$ cat src/rtl/ws2811_frame_scheduler.sv
// WS2811 frame scheduler: steps LED indices, samples the colour pipeline, hands pixels to the serializer.
// Optional macro SCHED_PENDING_TICK_EN queues one frame_tick received while busy.
module ws2811_frame_scheduler #(
    parameter int unsigned NUM_LEDS     = 50,
    parameter int unsigned PIXEL_CYCLES = 8,
    parameter int unsigned LATCH_CYCLES = 2500
) (
    input  logic        clk,
    input  logic        rst,
    input  logic        frame_tick,
    output logic [7:0]  ledindex,
    input  logic [7:0]  red,
    input  logic [7:0]  green,
    input  logic [7:0]  blue,
    output logic        pix_valid,
    input  logic        pix_ready,
    output logic [23:0] pix_data,
    output logic        latch,
    output logic        busy,
    output logic        frame_done,
    output logic [15:0] frame_count
);

    localparam int unsigned CntMax = (PIXEL_CYCLES > LATCH_CYCLES) ? PIXEL_CYCLES : LATCH_CYCLES;
    // Counter only ever holds reload values of CntMax-1 or less.
    localparam int unsigned CntW   = (CntMax > 1) ? $clog2(CntMax) : 1;

    localparam logic [CntW-1:0] PixReload   = CntW'(PIXEL_CYCLES - 1);
    localparam logic [CntW-1:0] LatchReload = CntW'(LATCH_CYCLES - 1);
    localparam logic [7:0]      LastLed     = 8'(NUM_LEDS - 1);

    typedef enum logic [1:0] {StIdle, StSettle, StPresent, StLatch} state_t;

    state_t          state;
    logic [CntW-1:0] cnt;
`ifdef SCHED_PENDING_TICK_EN
    logic            pending;
`endif

    always_ff @(posedge clk) begin
        if (rst) begin
            state       <= StIdle;
            cnt         <= '0;
            ledindex    <= '0;
            pix_valid   <= 1'b0;
            pix_data    <= '0;
            latch       <= 1'b0;
            busy        <= 1'b0;
            frame_done  <= 1'b0;
            frame_count <= '0;
`ifdef SCHED_PENDING_TICK_EN
            pending     <= 1'b0;
`endif
        end else begin
            frame_done <= 1'b0;
`ifdef SCHED_PENDING_TICK_EN
            if (frame_tick && (state != StIdle)) begin
                pending <= 1'b1;
            end
`endif
            unique case (state)
                StIdle: begin
                    if (frame_tick) begin
                        ledindex <= '0;
                        cnt      <= PixReload;
                        busy     <= 1'b1;
                        state    <= StSettle;
                    end
                end
                StSettle: begin
                    if (cnt == '0) begin
                        pix_data  <= {red, green, blue};
                        pix_valid <= 1'b1;
                        state     <= StPresent;
                    end else begin
                        cnt <= cnt - 1'b1;
                    end
                end
                StPresent: begin
                    if (pix_valid && pix_ready) begin
                        pix_valid <= 1'b0;
                        if (ledindex == LastLed) begin
                            cnt   <= LatchReload;
                            latch <= 1'b1;
                            state <= StLatch;
                        end else begin
                            ledindex <= ledindex + 8'd1;
                            cnt      <= PixReload;
                            state    <= StSettle;
                        end
                    end
                end
                StLatch: begin
                    if (cnt == '0) begin
                        latch       <= 1'b0;
                        frame_done  <= 1'b1;
                        frame_count <= frame_count + 16'd1;
                        ledindex    <= '0;
`ifdef SCHED_PENDING_TICK_EN
                        // A tick on the exit cycle counts as pending too.
                        if (pending || frame_tick) begin
                            pending <= 1'b0;
                            cnt     <= PixReload;
                            state   <= StSettle;
                        end else begin
                            busy  <= 1'b0;
                            state <= StIdle;
                        end
`else
                        busy  <= 1'b0;
                        state <= StIdle;
`endif
                    end else begin
                        cnt <= cnt - 1'b1;
                    end
                end
                default: begin
                    busy  <= 1'b0;
                    state <= StIdle;
                end
            endcase
        end
    end

endmodule

$ cat config.mk
export PLATFORM = sky130hd
export DESIGN_NAME = ws2811_frame_scheduler
export DESIGN_NICKNAME = d
export VERILOG_FILES = /design/src/rtl/ws2811_frame_scheduler.sv
export SDC_FILE = /design/constraint.sdc
export NUM_CORES = 1
export LEC_CHECK = 0
export CAP_MARGIN = 10
export CORE_MARGIN = 5
export CORE_UTILIZATION = 40
export DETAILED_ROUTE_END_ITERATION = 10
export PLACE_DENSITY = 0.68
export SLEW_MARGIN = 10
export SYNTH_ARGS = -nofsm -noshare
export SYNTH_HDL_FRONTEND = slang
export SYNTH_SLANG_ARGS = --single-unit
$ cat constraint.sdc
create_clock -name clk -period 2.3 [get_ports clk]
set_input_delay 0.46 -clock clk [delete_from_list [all_inputs] [get_ports clk]]
set_output_delay 0.46 -clock clk [all_outputs]
set_load 0.1 [all_outputs]
---- Yosys cells after proc, flatten, opt, wreduce, memory -nomap -nowiden ----
Cells that the tools add are included.
W data, S select, Z words.
operators by class
  muxes and demuxes ....................... 26
  reductions and logical operators ........ 17
  bitwise operators ....................... 1
  equality and inequality tests ........... 11
  add/subtract/negate cells ............... 3
operators with widths
  kind                     count
  $mux W12                 4
  $pmux W12 S3             1
  $mux W8                  4
  $pmux W8 S3              1
  $add A16 B1 Y16 const B  1
  $ne A2 B2 Y1 const B     7
  $logic_not A12 Y1        1
  $sub A12 B1 Y12 const B  1
  $mux W2                  5
  $reduce_and A3 Y1        3
  $add A8 B1 Y8 const B    1
  $eq A8 B6 Y1 const B     1
  $pmux W2 S4              1
  $reduce_and A4 Y1        2
  $mux W1                  7
  $pmux W1 S2              3
  $reduce_bool A2 Y1       3
  $reduce_and A5 Y1        1
  $eq A2 B2 Y1 const B     2
  $reduce_and A2 Y1        2
  $reduce_or A2 Y1         2
  $reduce_bool A3 Y1       1
  $eq A2 B1 Y1 const B     1
  $logic_not A2 Y1         1
  2 further kinds          2
word-level totals
  input bits .............................. 28
  flip-flop bits (word level) ............. 66

---- Logic depth before layout (Yosys ltp) ----
Gate-level depths: netlist of run 1.
  depth in word-level cells ............... 4
  mapped depth ............................ 9
  gate-level depth less buffers ........... 6

---- Worst setup path after synthesis of run 1 ----
No wires, ideal clock.
  kind .................................... register to register
  start point ............................. reg frame_count[0]
  end point ............................... reg frame_count[14]
  arrival ................................. 2.334 ns
  slack ................................... -0.155 ns
  path buffers ............................ 0
  data required time ...................... 2.179 ns
  cell stages (with the launch flop) ...... 6
  library setup time ...................... 0.121 ns
  path through ............................ dfxtp_1 > ha_1 > nand3_1 > or4_4 > nor3_1 > mux2_2
between the ends
  word-level cells in the longest chain between the ends .. 1
RTL lines
  item                    RTL line  source
  from (decl)             21        output logic [15:0] frame_count
  from (signal assigned)  97        frame_count <= frame_count + 16'd1;
  $add A16 B1 Y16         97
No other way between the ends.
A chain may end at the register's enable or synchronous reset.

---- Worst setup path after layout of run 1 ----
  start point ............................. reg cnt[0]
  end point ............................... reg frame_count[15]
between the ends
  word-level cells in the longest chain between the ends .. 2
RTL lines
  item                         RTL line  source
  from (decl)                  35        logic [CntW-1:0] cnt;
  from (signal assigned)       65        cnt <= PixReload;
  from (signal assigned)       76        cnt <= cnt - 1'b1;
  from (signal assigned)       83        cnt <= LatchReload;
  $logic_not A12 Y1            94        if (cnt == '0) begin
  $reduce_and A2 Y1 (no line)  --
No other way between the ends.

==> results.cfg, run 1 <==
[yosys]
yosysWarningCount = 0
syn-instance-count = 373
synth.avg_cell_area_um2 = 8.29
synthesis.nets = 405
yosys_register_bits = 66
synthFlopType = dfxtp_1
seq_area_frac_synth_pct = 42.7
synth-async-reset-ratio_pct = 0
synth.cell_area_mm2 = 0.00309
ys_types = 49
synth_edf_count = 0

[critical_path]
cp_cell_sequence = inv_1, ha_1, nand4bb_1, or4_4, nor4_1, mux2_2
crit_required_ns = 2.53
timing.critical_path.arrival_ns = 2.41
crit-reg2reg-launch = cnt[0]$_SDFFE_PP0P_
crit_slowest_cell = or4_4
timing.rr.end = frame_count[15]$_SDFFE_PP0P_
startpoint = cnt[0]$_SDFFE_PP0P_
cp-start-kind = flip-flop
cp-end-kind = flip-flop
rr_worst_depth = 6
critical_path.max_stage_delay_ns = 0.63
path_max_fanout = 5
timing.reg2reg.setup_slack_ns = 0.12
crit_type = reg2reg

[sta]
timing.clock.skew_ns = 0.00572
max-slew-margin-rel_pct = 38.9
final.setup.tns_ns = 0
report.final.slew_viol_count = 0
post-route-period-util_pct = 94.6
finalHoldViolCount = 0
max_freq_mhz = 460
worst_margin_slew_ns = 0.909
final_setup_violation_count = 0
post-route-min-period_ns = 2.18
hold-worst-slack_ns = 0.455
rsz0062_at_grt = no

[global_route]
grt_start_max_net_pins = 58
grt_util_all_layers_pct = 17.5
globalRouteOverflowTotal = 0
antenna_found_initial = 0
grt_pass1_wl_mm = 14.1
first_global_vias = 2935

[clocking]
clk_pin_slew_worst_setup_hold_paths_ns = 0.07
cts_buffers = 9
cts_num_sinks = 66
cts.root.buffer_cell = clkbuf_8
hold_buffers = 0
clock_tree.htree_level_count = 3
worst_skew_pair.late_latency_ns = 0.34
cts-root-to-sink-buffers = 2
tritoncts = yes

[cells_and_area]
fill_cell_count = 710
finalNetCount = 497
mostFrequentLayoutCell = buf_4
mostFrequentLayoutCells = 78 x buf_4, 62 x dfxtp_1, 61 x nand2_1
final-instance-count-excl-fill = 572
post_route_cells_drive_above_1_share_pct = 23.4
multiInputGateArea_mm2 = 0.00162
antennaDiodeCount = 0
sequential_cell_area_mm2 = 0.00133
area_growth_syn_to_layout_pct = 36.6

[floorplanning]
floorplan.initialDensity_pct = 40.4
num_rows = 32
placeableCoreArea_mm2 = 0.00765
die-width_um = 97.9
die-area_mm2 = 0.00959
ioPinCount = 80
floorplan.die.height_um = 97.9

[route]
detail_route.drc_violations = 0
detail-route-antenna-nets = 0
route.final.wire_length_mm = 8.14
via_density_per_instance = 5.34
routed_wire_length_per_instance_um = 14.2
route.vias.total = 3054
drt-initial-drc-count = 106
drtPass1Iterations = 4

[min_path]
holdCritPathClass = reg2reg
holdCritStartpoint = pix_data[16]$_SDFFE_PP0P_
instance_count_along_the_most_critical_hold_path = 2
min_delay_worst_endpoint = pix_data[16]$_SDFFE_PP0P_

[pwr]
power_density_mw_per_mm2 = 836
irDropWorstVdd_mv = 0.439
leakagePower_nw = 1.58

[placement]
numPortBuffers = 79
hpwl_mm = 5.78
globalplace.congestion = 0.824
place_inst = 554

[run_status]
outcome = finished, final reports clean

[run]
drv.max_cap_violation_count = 0
==> synth_stat cells (2+ instances only) <==
cell type	number	share of area [%]
o41ai_1	2	0.57
a311o_1	2	0.65
nand2b_1	4	0.81
nor3b_1	2	0.49
ha_1	4	1.6
nand2_1	61	7.4
nor2b_1	3	0.61
buf_6	2	0.73
or4_1	7	1.7
clkbuf_1	19	2.3
inv_1	15	1.8
and4_1	3	0.85
nand3_1	18	2.9
nor4bb_1	2	0.65
nor4_2	3	1.2
o2111ai_1	4	1.1
nor4_1	4	0.81
buf_2	3	0.49
a311oi_1	3	0.85
a2111oi_0	2	0.57
nand4_1	8	1.6
a211oi_1	3	0.73
a21o_1	2	0.49
or4_4	3	1.1
or3_1	10	2.0
a31oi_1	4	0.81
a21oi_1	44	7.1
nand3b_1	4	0.97
o31ai_1	6	1.5
dfxtp_1	66	43
mux2i_1	9	2.9
o21ai_0	9	1.5
nor2_1	16	1.9
o211ai_1	2	0.49
nor3_1	8	1.3
mux2_2	3	1.1
==> power by group <==
part	switching (mW)	internal, mW
sequential	0.0740	1.22
clock	0.461	0.717
combinational	0.695	0.361
total	1.23	2.30
==> worst max-delay path, delay by kind of cell (launching register included) <==
family / cells / cell delay [ns]
adder cells (fa/ha/maj): 1 / 0.22
buffers and inverters: 1 / 0.07
multiplexers: 1 / 0.36
AND/OR/NAND/NOR: 3 / 1.08
flip-flops: 1 / 0.34
==> final cells by class <==
class,count,area share (%)
Clock buffer,9,2.93
Clock inverter,7,2.78
Inverter,15,1.33
Multi-Input combinational cell,268,38.4
Sequential cell,66,31.4
Tap cell,102,3.02
Timing Repair Buffer,105,20.1
==> state kept, by name, indices dropped and copies added, names as in the netlist, 2 cells and up <==
| name | count |
|---|---|
| pix_data | 24 |
| frame_count | 16 |
| cnt | 12 |
| ledindex | 8 |
| state | 2 |
==> cell families after synthesis <==
| logic type | count (synthesis) | synth area share (%) |
|---|---|---|
| compound gates | 91 | 18.5 |
| xor+xnor | 2 | 0.566 |
| fa+ha+maj | 4 | 1.62 |
| buf+inv | 39 | 5.34 |
| flops | 66 | 42.7 |
| mux | 12 | 4.00 |
| simple gates | 159 | 27.3 |
==> metrics by stage <==
stage                     utilization [%]  worst slack, ns  total power [mW]  cell area (um2)
after global placement               51.8           0.0760              2.36             3960
after CTS                            55.0           0.0727              3.56             4200
after detailed placement             51.8           0.0191              2.37             3960
after global routing                 55.3           0.0264              3.72             4230
after floorplan                         -           0.0371              2.05             3100
final                                55.3            0.125              3.53             4230
==> routing by layer <==
layer  up-vias  share of wire, %  track usage, %
met3         9               5.3            4.64
met2        84                45            27.2
met4         0               1.1            6.50
met1      1422                49            23.4
met5         -                 0               0
li1       1539                 -               -
==> worst max path at each step <==
| stage | depth (start not counted) | to | slack [ns] |
|---|---|---|---|
| CTS | 6 | frame_count[15]$_SDFFE_PP0P_ | 0.07 |
| global placement | 5 | ledindex[7]$_SDFFE_PP0P_ | 0.08 |
| floorplan | 5 | latch$_SDFFE_PP0P_ | 0.04 |
| detailed placement | 5 | ledindex[7]$_SDFFE_PP0P_ | 0.02 |
| finish | 6 | frame_count[15]$_SDFFE_PP0P_ | 0.12 |
| global route | 7 | frame_count[5]$_SDFFE_PP0P_ | 0.03 |
==> what timing repair did <==
action	4_1_cts	5_1_grt
endpoints found under the setup margin	0	4
setup buffers	0	2
endpoints found under the hold margin	0	0
resized for setup	0	2
(Power assumes the default switching activity.)
==> inputs of run 2 (changes only) <==
--- a/config.mk
+++ b/config.mk
@@ -9,7 +9,7 @@
 export CORE_MARGIN = 5
 export CORE_UTILIZATION = 40
 export DETAILED_ROUTE_END_ITERATION = 10
-export PLACE_DENSITY = 0.68
+export PLACE_DENSITY = 0.66
 export SLEW_MARGIN = 10
 export SYNTH_ARGS = -nofsm -noshare
 export SYNTH_HDL_FRONTEND = slang
==> constraint.sdc (replaced) <==
create_clock -name clk -period 2.8 [get_ports clk]
set_input_delay 0.56 -clock clk [delete_from_list [all_inputs] [get_ports clk]]
set_output_delay 0.56 -clock clk [all_outputs]
set_load 0.1 [all_outputs]
==> results.cfg, run 2 (synthesis gave the netlist of run 1 again) <==
[floorplanning]
placeableCoreArea_mm2 = 0.00765
num_rows = 32
ioPinCount = 80
die-area_mm2 = 0.00959
die-width_um = 97.9
floorplan.initialDensity_pct = 40.4
floorplan.die.height_um = 97.9

[placement]
globalplace.congestion = 0.839
postPlaceCellArea_mm2 = 0.00388
hpwl_mm = 5.55
numPortBuffers = 79
dpl_worst_slack_ns = 0.236

[sta]
final.setup.tns_ns = 0
final_setup_violation_count = 0
rsz0062_at_grt = no
report.final.slew_viol_count = 0
worst_margin_slew_ns = 0.866
setup_slack_ns = 0.362
post-route-min-period_ns = 2.44
max-slew-margin-rel_pct = 42.0
max_freq_mhz = 410
post-route-period-util_pct = 87.1
finalHoldViolCount = 0
timing.clock.skew_ns = 0.00664

[min_path]
instance_count_along_the_most_critical_hold_path = 2
min_delay_worst_endpoint = pix_data[18]$_SDFFE_PP0P_
holdCritStartpoint = pix_data[18]$_SDFFE_PP0P_
holdCritPathClass = reg2reg

[pwr]
irDropWorstVdd_mv = 0.356
leakagePower_nw = 1.49
power_mw = 2.57
power_density_mw_per_mm2 = 635

[cells_and_area]
sequential_cell_area_mm2 = 0.00132
biggestRegsByFlops = pix_data: 24 flops, frame_count: 16 flops, cnt: 12 flops
regMostFlops = pix_data
antennaDiodeCount = 0
finalNetCount = 485
mostFrequentLayoutCells = 66 x dfxtp_1, 66 x buf_4, 61 x nand2_1
largest_reg_flops = 24
post_route_cells_drive_above_1_share_pct = 19.7
multiInputGateArea_mm2 = 0.00162
fill_cell_count = 735
post-route-cell-area_mm2 = 0.00404
area_growth_syn_to_layout_pct = 30.6

[global_route]
grt_util_all_layers_pct = 17.1
grt_pass1_wl_mm = 13.7
antenna_found_initial = 0
grt_start_max_net_pins = 40
first_global_vias = 2901
globalRouteOverflowTotal = 0

[route]
via_density_per_instance = 5.42
routed_wire_length_per_instance_um = 14.3
route.vias.total = 3024
route.final.wire_length_mm = 7.98
detail_route.drc_violations = 0
detail-route-antenna-nets = 0
drtPass1Iterations = 4
drt-initial-drc-count = 127

[clocking]
cts-resized-gates = 0
cts_buffers = 9
cts-root-to-sink-buffers = 2
clock_tree.htree_level_count = 3
post-cts-setup-buffers = 0
cts_num_sinks = 66
cts.root.buffer_cell = clkbuf_8
hold_buffers = 0
tritoncts = yes
worst_skew_pair.late_latency_ns = 0.34
clk_pin_slew_worst_setup_hold_paths_ns = 0.07

[critical_path]
cp-end-kind = flip-flop
cp-start-kind = flip-flop
timing.critical_path.arrival_ns = 2.66
crit_type = reg2reg
timing.reg2reg.setup_slack_ns = 0.36
rr_worst_depth = 4
path_max_fanout = 11
crit-reg2reg-launch = cnt[4]$_SDFFE_PP0P_
crit_required_ns = 3.03
timing.rr.end = frame_count[15]$_SDFFE_PP0P_

[run_status]
outcome = finished, final reports clean

[run]
drv.max_cap_violation_count = 0
run 2: changes by cell type in the layout (fill, tap and decap cells not counted), sizes merged:
cell / change
buf: -12
bufinv: -3
clkinv: +1
clkbuf: +2
clkinvlp: -2
run 2: worst max path at each step:
| stage | endpoint | from | cells after the start | slack [ns] |
|---|---|---|---|---|
| 6_report | frame_count[15]$_SDFFE_PP0P_ | cnt[4]$_SDFFE_PP0P_ | 4 | 0.36 |
| 5_1_grt | frame_count[15]$_SDFFE_PP0P_ | cnt[4]$_SDFFE_PP0P_ | 4 | 0.26 |
| 4_1_cts | frame_count[15]$_SDFFE_PP0P_ | cnt[4]$_SDFFE_PP0P_ | 4 | 0.37 |
| 3_5_place_dp | ledindex[7]$_SDFFE_PP0P_ | frame_tick | 5 | 0.24 |
| 3_3_place_gp | ledindex[7]$_SDFFE_PP0P_ | frame_tick | 5 | 0.29 |
| 2_1_floorplan | frame_count[14]$_SDFFE_PP0P_ | frame_count[0]$_SDFFE_PP0P_ | 5 | 0.34 |
run 2: report_power, final:
part           total [mW]  internal [mW]  switching [mW]
Combinational       0.814          0.262           0.552
Clock               0.675          0.333           0.342
Sequential           1.08           1.00          0.0717
Total                2.57           1.60           0.966
run 2: final cells by class:
cell class / instances / share of cell area, %
repair buffers: 93 / 18.8
clock inverters: 3 / 0.434
well taps: 102 / 3.16
flip-flops and latches: 66 / 32.7
multi-input cells: 268 / 40.0
inverters: 15 / 1.39
clock buffers: 11 / 3.50
run 2: worst max-delay path: stages (launching register included):
cell     delay (ns)
dfxtp_1        0.39
or4_4          0.65
or4_4          0.64
nor4_1         0.27
mux2_2         0.37
run 2: stage by stage:
stage          cells  hold WS (ns)  util [%]
2_1_floorplan    373         0.467         -
3_3_place_gp     544         0.438      50.8
3_5_place_dp     544         0.445      50.8
4_1_cts          558         0.454      52.8
5_1_grt          558         0.472      52.8
6_report         558         0.450      52.8
run 2: per-layer routing:
layer  wire length (um)  up-vias  track usage [%]  share of wire (%)
met4                 79        0             5.75               0.99
met3                544        7             4.79                6.8
met1               3800     1408             22.9                 48
met5                  0        -                0                  0
li1                   -     1518                -                  -
met2               3560       91             26.6                 45
